===== config.mk =====
export PLATFORM = sky130hd
export DESIGN_NAME = led_pattern_gen_flat
export DESIGN_NICKNAME = d
export VERILOG_FILES = /design/src/rtl/led_pkg.sv /design/src/rtl/led_pattern_gen_if.sv /design/src/rtl/led_pattern_gen_debounce.sv /design/src/rtl/led_pattern_gen.sv /design/src/flat_wrapper.sv
export SDC_FILE = /design/constraint.sdc
export NUM_CORES = 1
export LEC_CHECK = 0
export BUFFER_PORTS_ARGS = -buffer_cell sky130_fd_sc_hd__buf_2
export CAP_MARGIN = 20
export CORE_MARGIN = 2
export CORE_UTILIZATION = 50
export DETAILED_ROUTE_END_ITERATION = 10
export PLACE_DENSITY = 0.74
export SETUP_SLACK_MARGIN = 0.3
export SLEW_MARGIN = 10
export SYNTH_ARGS = -nofsm -noshare
export SYNTH_HDL_FRONTEND = slang
export SYNTH_SLANG_ARGS = --single-unit
export TNS_END_PERCENT = 1

===== constraint.sdc =====
create_clock -name CLK100MHZ -period 2.1 [get_ports CLK100MHZ]
set_input_delay 0.21 -clock CLK100MHZ [delete_from_list [all_inputs] [get_ports CLK100MHZ]]
set_output_delay 0.21 -clock CLK100MHZ [all_outputs]
set_load 0.02 [all_outputs]

===== src/rtl/led_pkg.sv =====
// led_pkg: shared encodings for the LED pattern generator.
// Latency: n/a (types and constants only).
// Backpressure: n/a.
package led_pkg;

    // Pattern modes as seen on the MODE pins.
    typedef enum logic [1:0] {
        MODE_UP     = 2'b00,
        MODE_DOWN   = 2'b01,
        MODE_ROT    = 2'b10,
        MODE_BOUNCE = 2'b11
    } mode_t;

    // Travel direction of the lit bit in bounce mode.
    typedef enum logic {
        DIR_LEFT  = 1'b0,
        DIR_RIGHT = 1'b1
    } dir_t;

endpackage


===== src/rtl/led_pattern_gen_if.sv =====
// led_pattern_gen_if: board-side bundle of switch/button inputs and LED/tick outputs.
// Latency: n/a (wires only).
// Backpressure: none; master drives SW/MODE/BTNC, slave drives LED/TICK.
interface led_pattern_gen_if #(
    parameter int N_LED = 8,
    parameter int N_SW  = 4
);
    logic [N_SW-1:0]  SW;
    logic [1:0]       MODE;
    logic             BTNC;
    logic [N_LED-1:0] LED;
    logic             TICK;

    modport master (output SW, MODE, BTNC, input  LED, TICK);
    modport slave  (input  SW, MODE, BTNC, output LED, TICK);
endinterface


===== src/rtl/led_pattern_gen_debounce.sv =====
// btn_debounce: accepts a new button level after DEB_CYCLES consecutive differing samples.
// Latency: level/rise update on the DEB_CYCLES-th stable sample; rise is a registered 1-cycle pulse.
// Backpressure: none; shorter pulses are dropped.
// Ports: clk, rst_n (async, active-low), raw (already synchronised), level, rise.
module btn_debounce #(
    parameter int DEB_CYCLES = 65536
) (
    input  logic clk,
    input  logic rst_n,
    input  logic raw,
    output logic level,
    output logic rise
);
    localparam int CW = $clog2(DEB_CYCLES + 1);

    if (DEB_CYCLES < 1) begin : g_param_check
        $error("btn_debounce: DEB_CYCLES must be at least 1");
    end

    logic [CW-1:0] cnt_q;
    logic          level_q;
    logic          rise_q;
    logic          accept;

    // cnt_q holds how many samples in a row have disagreed with level_q;
    // the last one of a full run is the sample that gets accepted.
    assign accept = (raw != level_q) && (cnt_q == CW'(DEB_CYCLES - 1));

    always_ff @(posedge clk or negedge rst_n) begin
        if (!rst_n) begin
            cnt_q   <= '0;
            level_q <= 1'b0;
            rise_q  <= 1'b0;
        end else begin
            rise_q <= accept && raw;
            if (raw == level_q) begin
                cnt_q <= '0;
            end else if (accept) begin
                cnt_q   <= '0;
                level_q <= raw;
            end else begin
                cnt_q <= cnt_q + CW'(1);
            end
        end
    end

    assign level = level_q;
    assign rise  = rise_q;
endmodule


===== src/rtl/led_pattern_gen.sv =====
// led_pattern_gen: mirrors switches onto LED[N_SW-1:0] and steps a pattern on LED[N_LED-1:N_SW].
// Latency: SW -> LED 3 cycles; MODE change -> pattern reload 3 cycles; pattern steps the cycle after TICK.
// Backpressure: none; BTNC toggles run/pause of the pattern, switch mirroring never stalls.
// Ports: CLK100MHZ, CPU_RESETN (async, active-low), io (slave): SW/MODE/BTNC in, LED/TICK out.
module led_pattern_gen
    import led_pkg::*;
#(
    parameter int              N_LED      = 8,
    parameter int              N_SW       = 4,
    parameter int              TICK_DIV   = 1000000,
    parameter int              DEB_CYCLES = 65536,
    parameter logic [N_SW-1:0] INV_MASK   = '0
) (
    input  logic             CLK100MHZ,
    input  logic             CPU_RESETN,
    led_pattern_gen_if.slave io
);
    localparam int P  = N_LED - N_SW;
    localparam int CW = (TICK_DIV > 2) ? $clog2(TICK_DIV) : 1;
    localparam logic [CW-1:0] PRESC_MAX = CW'(TICK_DIV - 1);

    if (P < 2 || TICK_DIV < 2) begin : g_param_check
        $error("led_pattern_gen: need N_LED-N_SW >= 2 and TICK_DIV >= 2");
    end

    logic [N_SW-1:0] sw_s1, sw_s2, led_lo;
    logic [1:0]      mode_s1, mode_s2;
    mode_t           mode_q;
    logic            btn_s1, btn_s2;
    logic            btn_lvl, btn_rise;
    logic            run_q;
    logic [CW-1:0]   presc_q, presc_d;
    logic [P-1:0]    pat_q, pat_d;
    dir_t            dir_q, dir_d;
    logic            mode_chg, step;

    btn_debounce #(.DEB_CYCLES(DEB_CYCLES)) u_btn (
        .clk   (CLK100MHZ),
        .rst_n (CPU_RESETN),
        .raw   (btn_s2),
        .level (btn_lvl),
        .rise  (btn_rise)
    );

    always_ff @(posedge CLK100MHZ or negedge CPU_RESETN) begin
        if (!CPU_RESETN) begin
            sw_s1   <= '0;
            sw_s2   <= '0;
            led_lo  <= '0;
            mode_s1 <= '0;
            mode_s2 <= '0;
            mode_q  <= MODE_UP;
            btn_s1  <= 1'b0;
            btn_s2  <= 1'b0;
            run_q   <= 1'b1;
            presc_q <= '0;
            pat_q   <= '0;
            dir_q   <= DIR_LEFT;
        end else begin
            sw_s1   <= io.SW;
            sw_s2   <= sw_s1;
            led_lo  <= sw_s2 ^ INV_MASK;
            mode_s1 <= io.MODE;
            mode_s2 <= mode_s1;
            mode_q  <= mode_t'(mode_s2);
            btn_s1  <= io.BTNC;
            btn_s2  <= btn_s1;
            // Rise and the new high level land in the same cycle; requiring
            // both keeps run from toggling on anything but a real press.
            if (btn_rise && btn_lvl) begin
                run_q <= ~run_q;
            end
            presc_q <= presc_d;
            pat_q   <= pat_d;
            dir_q   <= dir_d;
        end
    end

    always_comb begin
        presc_d  = presc_q;
        pat_d    = pat_q;
        dir_d    = dir_q;
        mode_chg = (mode_s2 != mode_q);
        step     = run_q && (presc_q == PRESC_MAX);

        if (mode_chg) begin
            // Reload is independent of run and overrides a step due this cycle.
            presc_d = '0;
            dir_d   = DIR_LEFT;
            case (mode_t'(mode_s2))
                MODE_UP:   pat_d = '0;
                MODE_DOWN: pat_d = '1;
                default:   pat_d = P'(1);
            endcase
        end else if (run_q) begin
            presc_d = step ? '0 : presc_q + CW'(1);
            if (step) begin
                unique case (mode_q)
                    MODE_UP:   pat_d = pat_q + P'(1);
                    MODE_DOWN: pat_d = pat_q - P'(1);
                    MODE_ROT:  pat_d = {pat_q[P-2:0], pat_q[P-1]};
                    MODE_BOUNCE: begin
                        // Turn around at either end by stepping back one position.
                        if (dir_q == DIR_LEFT) begin
                            if (pat_q[P-1]) begin
                                pat_d = pat_q >> 1;
                                dir_d = DIR_RIGHT;
                            end else begin
                                pat_d = pat_q << 1;
                            end
                        end else begin
                            if (pat_q[0]) begin
                                pat_d = pat_q << 1;
                                dir_d = DIR_LEFT;
                            end else begin
                                pat_d = pat_q >> 1;
                            end
                        end
                    end
                endcase
            end
        end
    end

    assign io.TICK = step && !mode_chg;
    assign io.LED  = {pat_q, led_lo};
endmodule


===== src/flat_wrapper.sv =====
// flat-port wrapper written by rule: the top's interface ports become plain ports
module led_pattern_gen_flat import led_pkg::*;
#(
    parameter int              N_LED      = 8,
    parameter int              N_SW       = 4,
    parameter int              TICK_DIV   = 1000000,
    parameter int              DEB_CYCLES = 65536,
    parameter logic [N_SW-1:0] INV_MASK   = '0
)
  (CLK100MHZ, CPU_RESETN, io_SW, io_MODE, io_BTNC, io_LED, io_TICK);
  led_pattern_gen_if #(.N_LED(N_LED), .N_SW(N_SW)) io_i ();
  input  logic CLK100MHZ;
  input  logic CPU_RESETN;
  input wire logic [$bits(io_i.SW)-1:0] io_SW;
  input wire logic [$bits(io_i.MODE)-1:0] io_MODE;
  input wire logic [$bits(io_i.BTNC)-1:0] io_BTNC;
  output wire logic [$bits(io_i.LED)-1:0] io_LED;
  output wire logic [$bits(io_i.TICK)-1:0] io_TICK;
  assign io_i.SW = io_SW;
  assign io_i.MODE = io_MODE;
  assign io_i.BTNC = io_BTNC;
  assign io_LED = io_i.LED;
  assign io_TICK = io_i.TICK;
  led_pattern_gen #(.N_LED(N_LED), .N_SW(N_SW), .TICK_DIV(TICK_DIV), .DEB_CYCLES(DEB_CYCLES), .INV_MASK(INV_MASK)) u_core (.CLK100MHZ(CLK100MHZ), .CPU_RESETN(CPU_RESETN), .io(io_i));
endmodule

* After elaboration in Yosys (flattened, before gate mapping)
Cells that the tools add are included.
** Cells by class
- $add $sub $neg :: 4
- Equal/unequal tests :: 9
- Mux-type cells :: 20
- Bitwise operators :: 2
- Reduce and logical (&&, ||, !) cells :: 14
** Operators with widths (number)
- 20-bit 2-to-1 mux :: 3
- 17-bit 2-to-1 mux :: 2
- 4-bit 2-to-1 mux :: 6
- 20-bit by 1-bit adder with 20-bit output, second input constant :: 1
- 20-bit == test, second input constant :: 1
- 17-bit by 1-bit adder with 17-bit output, second input constant :: 1
- 17-bit by 16-bit == test with 1-bit output, second input constant :: 1
- 4-bit one-hot mux with 4 select lines :: 1
- 4-bit one-hot mux with 2 select lines :: 1
- 1-bit 2-to-1 mux :: 7
- 2-bit nonzero test :: 3
- 1-bit logical AND :: 5
- 4-bit by 1-bit adder with 4-bit output, second input constant :: 1
- 2-bit by 1-bit == test with 1-bit output, second input constant :: 2
- 2-bit == test, second input constant :: 2
- 2-bit logical NOT :: 2
- 2-bit AND reduction :: 2
- 4-bit by 1-bit subtractor with 4-bit output, second input constant :: 1
- 3-bit AND reduction :: 1
- 2-bit inequality test :: 1
- 1-bit NOT :: 2
- 1-bit == test :: 1
- 1-bit logical NOT :: 1
- 1-bit inequality test :: 1
** Storage, ports and cells
- Bits in registers :: 65
- Input bits :: 9
- Output and inout port bits :: 9

* Logic depth before layout (Yosys ltp)
Gate-level depths: netlist of run 1.
- Word-level depth :: 6
- Gate-level depth with buffers :: 9
- Gate-level depth less buffers :: 8

* Modules after synthesis
A second synthesis of run 1 with hierarchy kept.
** Second synthesis, totals
- Cells, all modules :: 301
- Area total of the unflattened synthesis :: 3225.6 µm²
** By module, submodules not included
- led_pattern_gen :: times used 1, cells each 215, area an instance 2293.4 µm²
- btn_debounce :: times used 1, cells each 86, area an instance 932.1 µm²

* Worst setup path after synthesis of run 1
Ideal clock, no wire load.
- Path type :: register to register
- From :: register u_core.u_btn.cnt_q[0]
- To :: register u_core.u_btn.level_q, in the netlist u_core.u_btn.level
- Library setup time :: 125 ps
- Data arrival time :: 1744 ps
- Required time :: 1975 ps
- Slack :: 231 ps
- Stages on the path, launching flop included :: 6
- Period minus slack after synthesis :: 1869 ps
- Cell sequence :: dfrtp_1 ha_1 nand3_2 or4_4 nor2_1 mux2_2
** Between the ends
- Word-level cells in the longest chain between the ends :: 3
** RTL lines
- start: declaration :: RTL line led_pattern_gen_debounce.sv:20 : logic [CW-1:0] cnt_q;
- start signal: assignment :: RTL line led_pattern_gen_debounce.sv:42 : cnt_q <= cnt_q + CW'(1);
- 17-bit by 16-bit == test with 1-bit output :: RTL line led_pattern_gen_debounce.sv:27 : assign accept = (raw != level_q) && (cnt_q == CW'(DEB_CYCLES - 1));
- 1-bit logical AND :: RTL line led_pattern_gen_debounce.sv:27
- 2-bit AND reduction (no line)
- end signal: assignment :: RTL line led_pattern_gen_debounce.sv:40 : level_q <= raw;
- end: declaration :: RTL line led_pattern_gen_debounce.sv:21 : logic level_q;
Every way passes these cells.
A chain may end at the register's enable or synchronous reset.

* Worst setup path after layout of run 1
- From :: register u_core.presc_q[12]
- To :: output io_TICK
** Between the ends
- Word-level cells in the longest chain between the ends :: 3
** RTL lines
- start: declaration :: RTL line led_pattern_gen.sv:32 : logic [CW-1:0] presc_q, presc_d;
- start signal: assignment :: RTL line led_pattern_gen.sv:73 : presc_q <= presc_d;
- 20-bit == test :: RTL line led_pattern_gen.sv:84 : step = run_q && (presc_q == PRESC_MAX);
- 1-bit logical AND :: RTL line led_pattern_gen.sv:84
- 1-bit logical AND :: RTL line led_pattern_gen.sv:125 : assign io.TICK = step && !mode_chg;
- end: declaration :: RTL line flat_wrapper.sv:18 : output wire logic [$bits(io_i.TICK)-1:0] io_TICK;
Every way passes these cells.

==> impl_metrics.csv, run 1 <==
group,metric,value,unit
timing,worst_pin_slew,0.414,ns
cells_and_area,area_growth,23.7,%
synthesis,ys_types,47,
cts,cts_buffers,9,
cells_and_area,layout_commonest_cell,"dfrtp_1",
min_path,worst_hold_path_type,"flop to flop",
cts,insertion_delay,0.33,ns
cells_and_area,nets,346,
timing,setup_slack,0.213,ns
cts,cts-root-buf,"clkbuf_8",
global_routing,grt_usage,20.9,%
setup_path,crit_arrival,1.68,ns
cts,cts-htree-levels,3,
routing,routedWlPerCell,15.1,um
synthesis,synth_edf_count,0,
global_routing,grt_max_degree,66,
timing,maxSlewViolCount,0,
cells_and_area,drive_gt1_share,24.6,%
routing,drt_iter0_drc,197,
synthesis,ys.flop_type,"dfrtp_1",
cells_and_area,fin_util,63.2,%
power,peakVddDrop,0.000493,V
timing,worst_clock_skew,0.00505,ns
placement,dpl.hpwl,3680,um
synthesis,yosysSeqAreaShare,54.8,%
cts,max-clock-path-buffers,2,
floorplanning,design.die.area,6580,sq um
setup_path,cp-end-kind,"output port",
outcome,status,"finished clean",
routing,vias,2321,
placement,gp_congestion,0.833,
synthesis,ys_ff_latch,65,
timing,post-route-period-util,89.8,%
setup_path,path_class,"flop to output port",
routing,viasPerCell,5.62,
placement,io_buffer_count,17,
timing,setup_tns,0,ns
timing,setup_violations,0,
cts,clk_pin_slew,0.07,ns
global_routing,antenna_found_initial,0,
run,max_cap_violations,0,
timing,max_clock_freq,530,MHz
routing,routed_wirelength,6230,um
synthesis,netlist_instances,286,
floorplanning,start_util,51.1,%
floorplanning,io_pins,18,
floorplanning,row_count,28,
timing,hold_ws,0.351,ns
global_routing,grt_pass1_wl,10600,um
routing,dr.pass1.iters,5,
floorplanning,die_y,81.1,um
cells_and_area,antenna_cells,0,
power,p_leak,1.55,nW
synthesis,async_flop_share,100,%
floorplanning,core_area,5820,sq um
synthesis,ys_warn_count,0,
global_routing,grt_pass1_vias,2322,
global_routing,gr-total-overflow,0,
timing,rsz0062_at_grt,"yes",
synthesis,syn_area,2970,sq um
placement,place_ws,0.112,ns
timing,max-slew-margin-rel,72.0,%
cts,clock-sinks,65,
floorplanning,die_x,81.1,um
synthesis,syn_avg_cell_area,10.4,sq um
synthesis,syn_nets,298,
cts,cts_tree,"built",
setup_path,required,1.89,ns
routing,antenna_left,0,
power,power_density,708,nW/um^2
setup_path,cp-start-kind,"flop",
timing,finalCriticalPeriod,1.89,ns
cells_and_area,final_cell_mix,"dfrtp_1 (59), nor2_1 (40), buf_4 (21)",
routing,drc,0,
setup_path,path_max_fanout,2,
timing,hold_violations,0,
-- flip-flops by register name (all words and copies together), names as in the netlist --
name / count
u_core.sw_s1: 4
u_core.pat_q: 4
u_core.btn_s2: 1
u_core.presc_q: 20
u_core.run_q: 1
u_core.u_btn.level: 1
u_core.btn_s1: 1
u_core.sw_s2: 4
u_core.mode_q: 2
u_core.u_btn.rise: 1
u_core.led_lo: 4
u_core.mode_s2: 2
u_core.mode_s1: 2
u_core.u_btn.cnt_q: 17
u_core.dir_q: 1
-- critical path, stage by stage (launching register included) --
cell      delay [ns]
dfrtp_2         0.44
nor4bb_4        0.29
nand4_1         0.14
or2_4           0.28
nor2_4          0.08
buf_6           0.12
-- path summary, 6_finish.rpt --
path	endpoint	slack, ns	startpoint	cells after the start
min in group asynchronous	u_core.pat_q[2]	0.40	CPU_RESETN	3
hold reg to reg	u_core.sw_s2[0]	0.35	u_core.sw_s1[0]	0
setup / recovery	io_TICK	0.21	u_core.presc_q[12]	5
setup reg to reg	u_core.u_btn.level	0.22	u_core.u_btn.cnt_q[3]	5
hold / removal	u_core.sw_s2[0]	0.35	u_core.sw_s1[0]	0
max in group asynchronous	u_core.mode_q[0]	1.36	CPU_RESETN	3
-- power breakdown --
part           switching [mW]  internal (mW)  total (mW)
logic                   0.145          0.105       0.250
registers              0.0387           1.29        1.32
clock network           0.485          0.545        1.03
total                   0.668           1.94        2.60
-- synth_stat cells (3+ instances only) --
library cell | count | area (sq um)
a21oi_1 | 10 | 50.1
clkbuf_1 | 8 | 30.0
dfrtp_1 | 64 | 1600
ha_1 | 3 | 37.5
inv_1 | 8 | 30.0
nand2_1 | 19 | 71.3
nand3_1 | 20 | 100
nand3b_1 | 3 | 22.5
nand4_1 | 10 | 62.6
nand4b_1 | 3 | 26.3
nor2_1 | 41 | 154
nor3_1 | 4 | 20.0
nor3b_1 | 4 | 30.0
nor4b_1 | 4 | 35.0
o21ai_0 | 12 | 60.1
xnor2_1 | 16 | 140
xor2_1 | 20 | 175
-- what timing repair did --
item | in CTS | in global routing
hold endpoints to repair | 71 | 0
pin swaps | 5 | 3
buffers inserted | 9 | 4
setup endpoints to repair | 39 | 42
hold buffers | 8 | 0
resized for setup | 10 | 13
-- layer usage --
layer	track usage (%)	vias to the layer above	routed length, um
li1	-	1091	-
met5	0	-	0
met2	35.2	67	3170
met3	5.11	8	275
met4	8.31	0	99
met1	26.0	1155	2690
-- logic make-up (layout without fill, tap and decap cells) --
kind of cell | after synthesis | count (layout) | synth area share, %
simple gates | 127 | 127 | 22.6
flops | 65 | 65 | 54.8
xor+xnor | 36 | 36 | 10.6
compound gates | 34 | 34 | 7.28
buf+inv | 19 | 71 | 2.74
fa+ha+maj | 3 | 3 | 1.26
mux | 2 | 2 | 0.715
-- cell type report --
cell class              count  area [sq um]
clock buffers               9           124
flip-flops and latches     65          1630
clock inverters             6          67.6
repair buffers             48           369
fillers                   461          2140
inverters                   8          30.0
multi-input cells         202          1360
well taps                  75          93.8
-- stage by stage --
stage,power (mW),cells,area [sq um]
after floorplan,1.48,286,2980
after global placement,1.56,377,3190
after detailed placement,1.57,377,3190
after CTS,2.61,409,3570
after global routing,2.71,413,3680
final,2.60,413,3680
Power figures use the tool's default switching activity.
==> inputs of run 2 (changes only) <==
==> constraint.sdc (replaced) <==
create_clock -name CLK100MHZ -period 2 [get_ports CLK100MHZ]
set_input_delay 0.2 -clock CLK100MHZ [delete_from_list [all_inputs] [get_ports CLK100MHZ]]
set_output_delay 0.2 -clock CLK100MHZ [all_outputs]
set_load 0.02 [all_outputs]
==> run 2 against run 1 <==
  * First-iteration DRC count decreased by 48%
  * Cell count decreased by 0.24%
  * Cell area decreased by 0.78%
  * Clock-buffer cell count unchanged
  * Non-clock buffer count decreased by 2
==> impl_metrics.csv, run 2 (synthesized netlist as in run 1, its figures left out) <==
group,metric,value,unit
outcome,status,"finished clean",
global_routing,grt_pass1_wl,10200,um
min_path,holdPathEnd,"u_core.led_lo[0]",
routing,routed_wirelength,5760,um
timing,post-route-period-util,98.4,%
timing,max_clock_freq,508,MHz
global_routing,grt_max_degree,66,
cts,cts-root-buf,"clkbuf_8",
setup_path,path_class,"flop to output port",
cells_and_area,fin_util,62.7,%
placement,dp.cells,382,
setup_path,cp-end-kind,"output port",
floorplanning,design.die.area,6580,sq um
timing,maxSlewViolCount,0,
global_routing,antenna_found_initial,0,
power,peakVddDrop,0.000715,V
cells_and_area,top_register,"u_core.presc_q",
cells_and_area,largest_reg_flops,20,
cells_and_area,drive_gt1_share,22.3,%
setup_path,r2r_end,"u_core.dir_q",
cells_and_area,nets,344,
timing,hold_violations,0,
setup_path,path_max_fanout,5,
floorplanning,start_util,51.1,%
setup_path,crit_arrival,1.77,ns
power,power,2.79,mW
cts,cts_buffers,9,
power,power_density,765,nW/um^2
cts,clock-sinks,65,
timing,rsz0062_at_grt,"yes",
global_routing,gr-total-overflow,0,
routing,dr.pass1.iters,4,
min_path,worstHoldStart,"u_core.sw_s2[0]",
timing,worst_pin_slew,0.409,ns
placement,gp_congestion,0.875,
run,max_cap_violations,0,
setup_path,required,1.80,ns
setup_path,rr_startpoint,"u_core.presc_q[7]",
cts,clk_pin_slew,0.08,ns
cells_and_area,layout_commonest_cell,"dfrtp_1",
timing,max-slew-margin-rel,72.6,%
setup_path,rrSetupSlack,0.09,ns
cts,insertion_delay,0.34,ns
routing,antenna_left,0,
routing,routedWlPerCell,14.0,um
floorplanning,row_count,28,
min_path,worst_hold_path_type,"flop to flop",
routing,viasPerCell,5.43,
cells_and_area,area_growth,22.7,%
setup_path,r2r_cells,6,
global_routing,grt_usage,20.5,%
setup_path,cp-start-kind,"flop",
timing,finalCriticalPeriod,1.97,ns
floorplanning,core_area,5820,sq um
routing,drc,0,
routing,vias,2238,
cells_and_area,antenna_cells,0,
timing,setup_violations,0,
cells_and_area,final_cell_mix,"dfrtp_1 (61), nor2_1 (39), nand3_1 (20), xor2_1 (20)",
routing,drt_iter0_drc,103,
cts,cts_tree,"built",
placement,io_buffer_count,17,
placement,dpl.hpwl,3670,um
timing,setup_slack,0.0326,ns
cells_and_area,fillers,486,
global_routing,grt_pass1_vias,2274,
timing,worst_clock_skew,0.00617,ns
floorplanning,die_y,81.1,um
min_path,whs_path_depth,0,
cts,max-clock-path-buffers,2,
floorplanning,io_pins,18,
placement,place_area,3260,sq um
floorplanning,die_x,81.1,um
cells_and_area,top_regs,"u_core.presc_q: 20 flops, u_core.u_btn.cnt_q: 17 flops",
cells_and_area,stdcell_area,3650,sq um
placement,place_ws,0.120,ns
cts,cts-htree-levels,3,
cells_and_area,fin_cells,412,
power,p_leak,1.54,nW
-- run 2: power by group --
group	switching, mW	leakage [nW]	internal [mW]
logic	0.142	0.591	0.104
clock network	0.553	0.102	0.597
registers	0.0446	0.844	1.35
total	0.740	1.54	2.05
-- run 2: layout make-up --
| class | instances | area (sq um) | share of cell area, % |
|---|---|---|---|
| timing repair buffer | 46 | 354 | 9.71 |
| clock buffer | 9 | 124 | 3.40 |
| inverter | 8 | 30.0 | 0.823 |
| sequential | 65 | 1630 | 44.7 |
| clock inverter | 7 | 81.3 | 2.23 |
| tap | 75 | 93.8 | 2.57 |
| multi-input combinational | 202 | 1330 | 36.6 |
-- run 2: how the worst max path moves through the flow --
| stage | start | to | cells after the start |
|---|---|---|---|
| after floorplan | u_core.u_btn.cnt_q[2] | u_core.u_btn.level | 5 |
| after global placement | u_core.run_q | u_core.dir_q | 5 |
| after detailed placement | u_core.run_q | u_core.pat_q[2] | 6 |
| after CTS | u_core.run_q | io_TICK | 5 |
| after global routing | u_core.presc_q[7] | io_TICK | 5 |
| final | u_core.presc_q[7] | io_TICK | 5 |
-- run 2: per-layer routing --
layer	share of wire [%]	GRT usage [%]	wire, um	vias to the layer above
li1	-	-	-	1092
met1	43	24.5	2470	1083
met2	51	34.5	2960	54
met3	4.3	6.22	248	9
met4	1.5	7.97	86	0
met5	0	0	0	-
-- run 2: worst max-delay path, stage by stage, from the launching register on --
cell and delay [ns]:
dfrtp_2 0.45, nor4_4 0.32, nand4_1 0.16, or2_4 0.28, nor2_4 0.09, buf_6 0.13
-- run 2: what timing repair did --
item	in CTS	in global routing
setup endpoints to repair	40	43
hold endpoints to repair	71	0
hold buffers	8	0
buffers inserted	4	2
pin swaps	3	4
resized for setup	6	6
-- run 2: metrics by stage --
| step | setup TNS, ns | hold slack (ns) |
|---|---|---|
| final | 0 | 0.352 |
| after floorplan | 0 | -0.0956 |
| after global routing | -0.0203 | 0.362 |
| after detailed placement | 0 | 0.241 |
| after global placement | 0 | 0.239 |
| after CTS | 0 | 0.354 |
==> inputs of run 3 (changes only) <==
--- a/config.mk
+++ b/config.mk
@@ -10,7 +10,7 @@
 export CORE_MARGIN = 2
 export CORE_UTILIZATION = 50
 export DETAILED_ROUTE_END_ITERATION = 10
-export PLACE_DENSITY = 0.74
+export PLACE_DENSITY_LB_ADDON = 0.25
 export SETUP_SLACK_MARGIN = 0.3
 export SLEW_MARGIN = 10
 export SYNTH_ARGS = -nofsm -noshare
==> run 3 against run 2 <==
  * Sequential power barely moved
  * Fmax is 3.9% higher
  * Register-to-register slack gained 0.09 ns
  * Critical path type unchanged
==> impl_metrics.csv, run 3 (synthesized netlist as in run 1, its figures left out) <==
group,metric,value,unit
timing,setup_violations,0,
floorplanning,start_util,51.1,%
setup_path,required,1.80,ns
placement,gp_congestion,0.904,
placement,io_buffer_count,17,
cells_and_area,largest_reg_flops,20,
routing,routedWlPerCell,13.5,um
cells_and_area,fin_cells,412,
routing,drt_iter0_drc,111,
power,power_density,769,nW/um^2
placement,dp.cells,382,
timing,finalCriticalPeriod,1.89,ns
global_routing,antenna_found_initial,0,
power,power_switching,0.750,mW
cts,cts_buffers,9,
power,seqPwrFrac,49.7,%
setup_path,crit_arrival,1.69,ns
floorplanning,design.die.area,6580,sq um
placement,dpl.hpwl,3550,um
timing,rsz0062_at_grt,"yes",
cells_and_area,top_regs,"u_core.presc_q: 20 flops, u_core.u_btn.cnt_q: 17 flops",
routing,viasPerCell,5.34,
power,pwr-share-comb,8.7,%
setup_path,rr_startpoint,"u_core.u_btn.cnt_q[0]",
cts,insertion_delay,0.35,ns
global_routing,gr-total-overflow,0,
power,power,2.81,mW
cells_and_area,top_register,"u_core.presc_q",
floorplanning,row_count,28,
cells_and_area,fillers,480,
floorplanning,die_y,81.1,um
global_routing,grt_usage,18.8,%
setup_path,r2r_cells,5,
timing,max-slew-margin-rel,66.5,%
cells_and_area,drive_gt1_share,22.6,%
power,p_int,2.06,mW
timing,hold_violations,0,
timing,worst_pin_slew,0.501,ns
cells_and_area,layout_commonest_cell,"dfrtp_1",
cts,max-clock-path-buffers,2,
power,power.share.switching,26.7,%
cells_and_area,nets,344,
cells_and_area,area_growth,22.7,%
floorplanning,die_x,81.1,um
cells_and_area,final_cell_mix,"dfrtp_1 (62), nor2_1 (40), nand3_1 (20), xor2_1 (20), buf_4 (20)",
power,p_clk_share,41.6,%
cells_and_area,fin_util,62.7,%
setup_path,cp-start-kind,"flop",
min_path,worst_hold_path_type,"input port to asynchronous set/reset pin",
cts,cts-root-buf,"clkbuf_8",
global_routing,grt_pass1_wl,9380,um
setup_path,r2r_end,"u_core.u_btn.level",
global_routing,grt_pass1_vias,2135,
routing,vias,2202,
setup_path,path_max_fanout,4,
cts,clock-sinks,65,
floorplanning,core_area,5820,sq um
power,p_leak,1.53,nW
setup_path,path_class,"flop to output port",
outcome,status,"finished clean",
cells_and_area,antenna_cells,0,
routing,dr.pass1.iters,4,
routing,drc,0,
timing,maxSlewViolCount,0,
cts,clk_pin_slew,0.08,ns
routing,antenna_left,0,
floorplanning,io_pins,18,
timing,post-route-period-util,94.7,%
cts,cts_tree,"built",
power,peakVddDrop,0.000503,V
setup_path,rrSetupSlack,0.18,ns
routing,routed_wirelength,5580,um
global_routing,grt_max_degree,50,
run,max_cap_violations,0,
cts,cts-htree-levels,3,
setup_path,cp-end-kind,"output port",
timing,max_clock_freq,528,MHz
timing,worst_clock_skew,0.00791,ns
run 3: worst max-delay path: stages, from the launching register on:
cell	delay [ns]
dfrtp_2	0.45
nor4bb_4	0.28
nand4_1	0.13
or2_4	0.26
nor2_1	0.08
buf_4	0.15
run 3: layout make-up:
type / count / area [sq um] / share of cell area (%)
well taps: 75 / 93.8 / 2.57
flip-flops and latches: 65 / 1630 / 44.7
inverters: 8 / 30.0 / 0.823
clock inverters: 7 / 83.8 / 2.30
repair buffers: 46 / 350 / 9.60
multi-input cells: 202 / 1340 / 36.6
clock buffers: 9 / 124 / 3.40
run 3: worst max-delay path by stage:
stage | slack, ns | end | cells past startpoint | startpoint
5_1_grt | -0.004 | io_TICK | 5 | u_core.run_q
4_1_cts | 0.05 | io_TICK | 5 | u_core.run_q
3_3_place_gp | 0.12 | u_core.u_btn.cnt_q[3] | 5 | u_core.u_btn.cnt_q[0]
2_1_floorplan | 0.28 | u_core.u_btn.level | 5 | u_core.u_btn.cnt_q[2]
3_5_place_dp | 0.09 | u_core.u_btn.cnt_q[5] | 5 | u_core.u_btn.cnt_q[0]
6_report | 0.11 | io_TICK | 5 | u_core.presc_q[15]
run 3: through the flow:
step	hold slack, ns	instance area, sq um	worst slack, ns	TNS, ns
floorplan	-0.0956	3020	0.284	0
global placement	0.155	3250	0.120	0
global route	0.350	3650	-0.00438	-0.00438
CTS	0.314	3580	0.0452	0
detailed placement	0.161	3250	0.0937	0
finish	0.314	3650	0.107	0
run 3: power by group through the flow:
stage / clock [mW] / combinational, mW / sequential, mW
floorplan: 0 / 0.146 / 1.42
global placement: 0 / 0.224 / 1.42
detailed placement: 0 / 0.226 / 1.42
CTS: 1.21 / 0.238 / 1.39
global route: 1.27 / 0.274 / 1.40
finish: 1.17 / 0.245 / 1.39
run 3: per-layer routing:
layer / part of all wire (%) / global-route usage, %
met3: 4.0 / 6.22
met1: 47 / 23.8
met2: 48 / 30.0
met5: 0 / 0
met4: 1.2 / 7.29
run 3: what timing repair did:
item | CTS | global route
hold endpoints to repair | 23 | 0
pin swaps | 4 | 4
hold buffers | 8 | 0
resized for setup | 3 | 7
buffers inserted | 4 | 2
endpoints found under the setup margin | 39 | 43
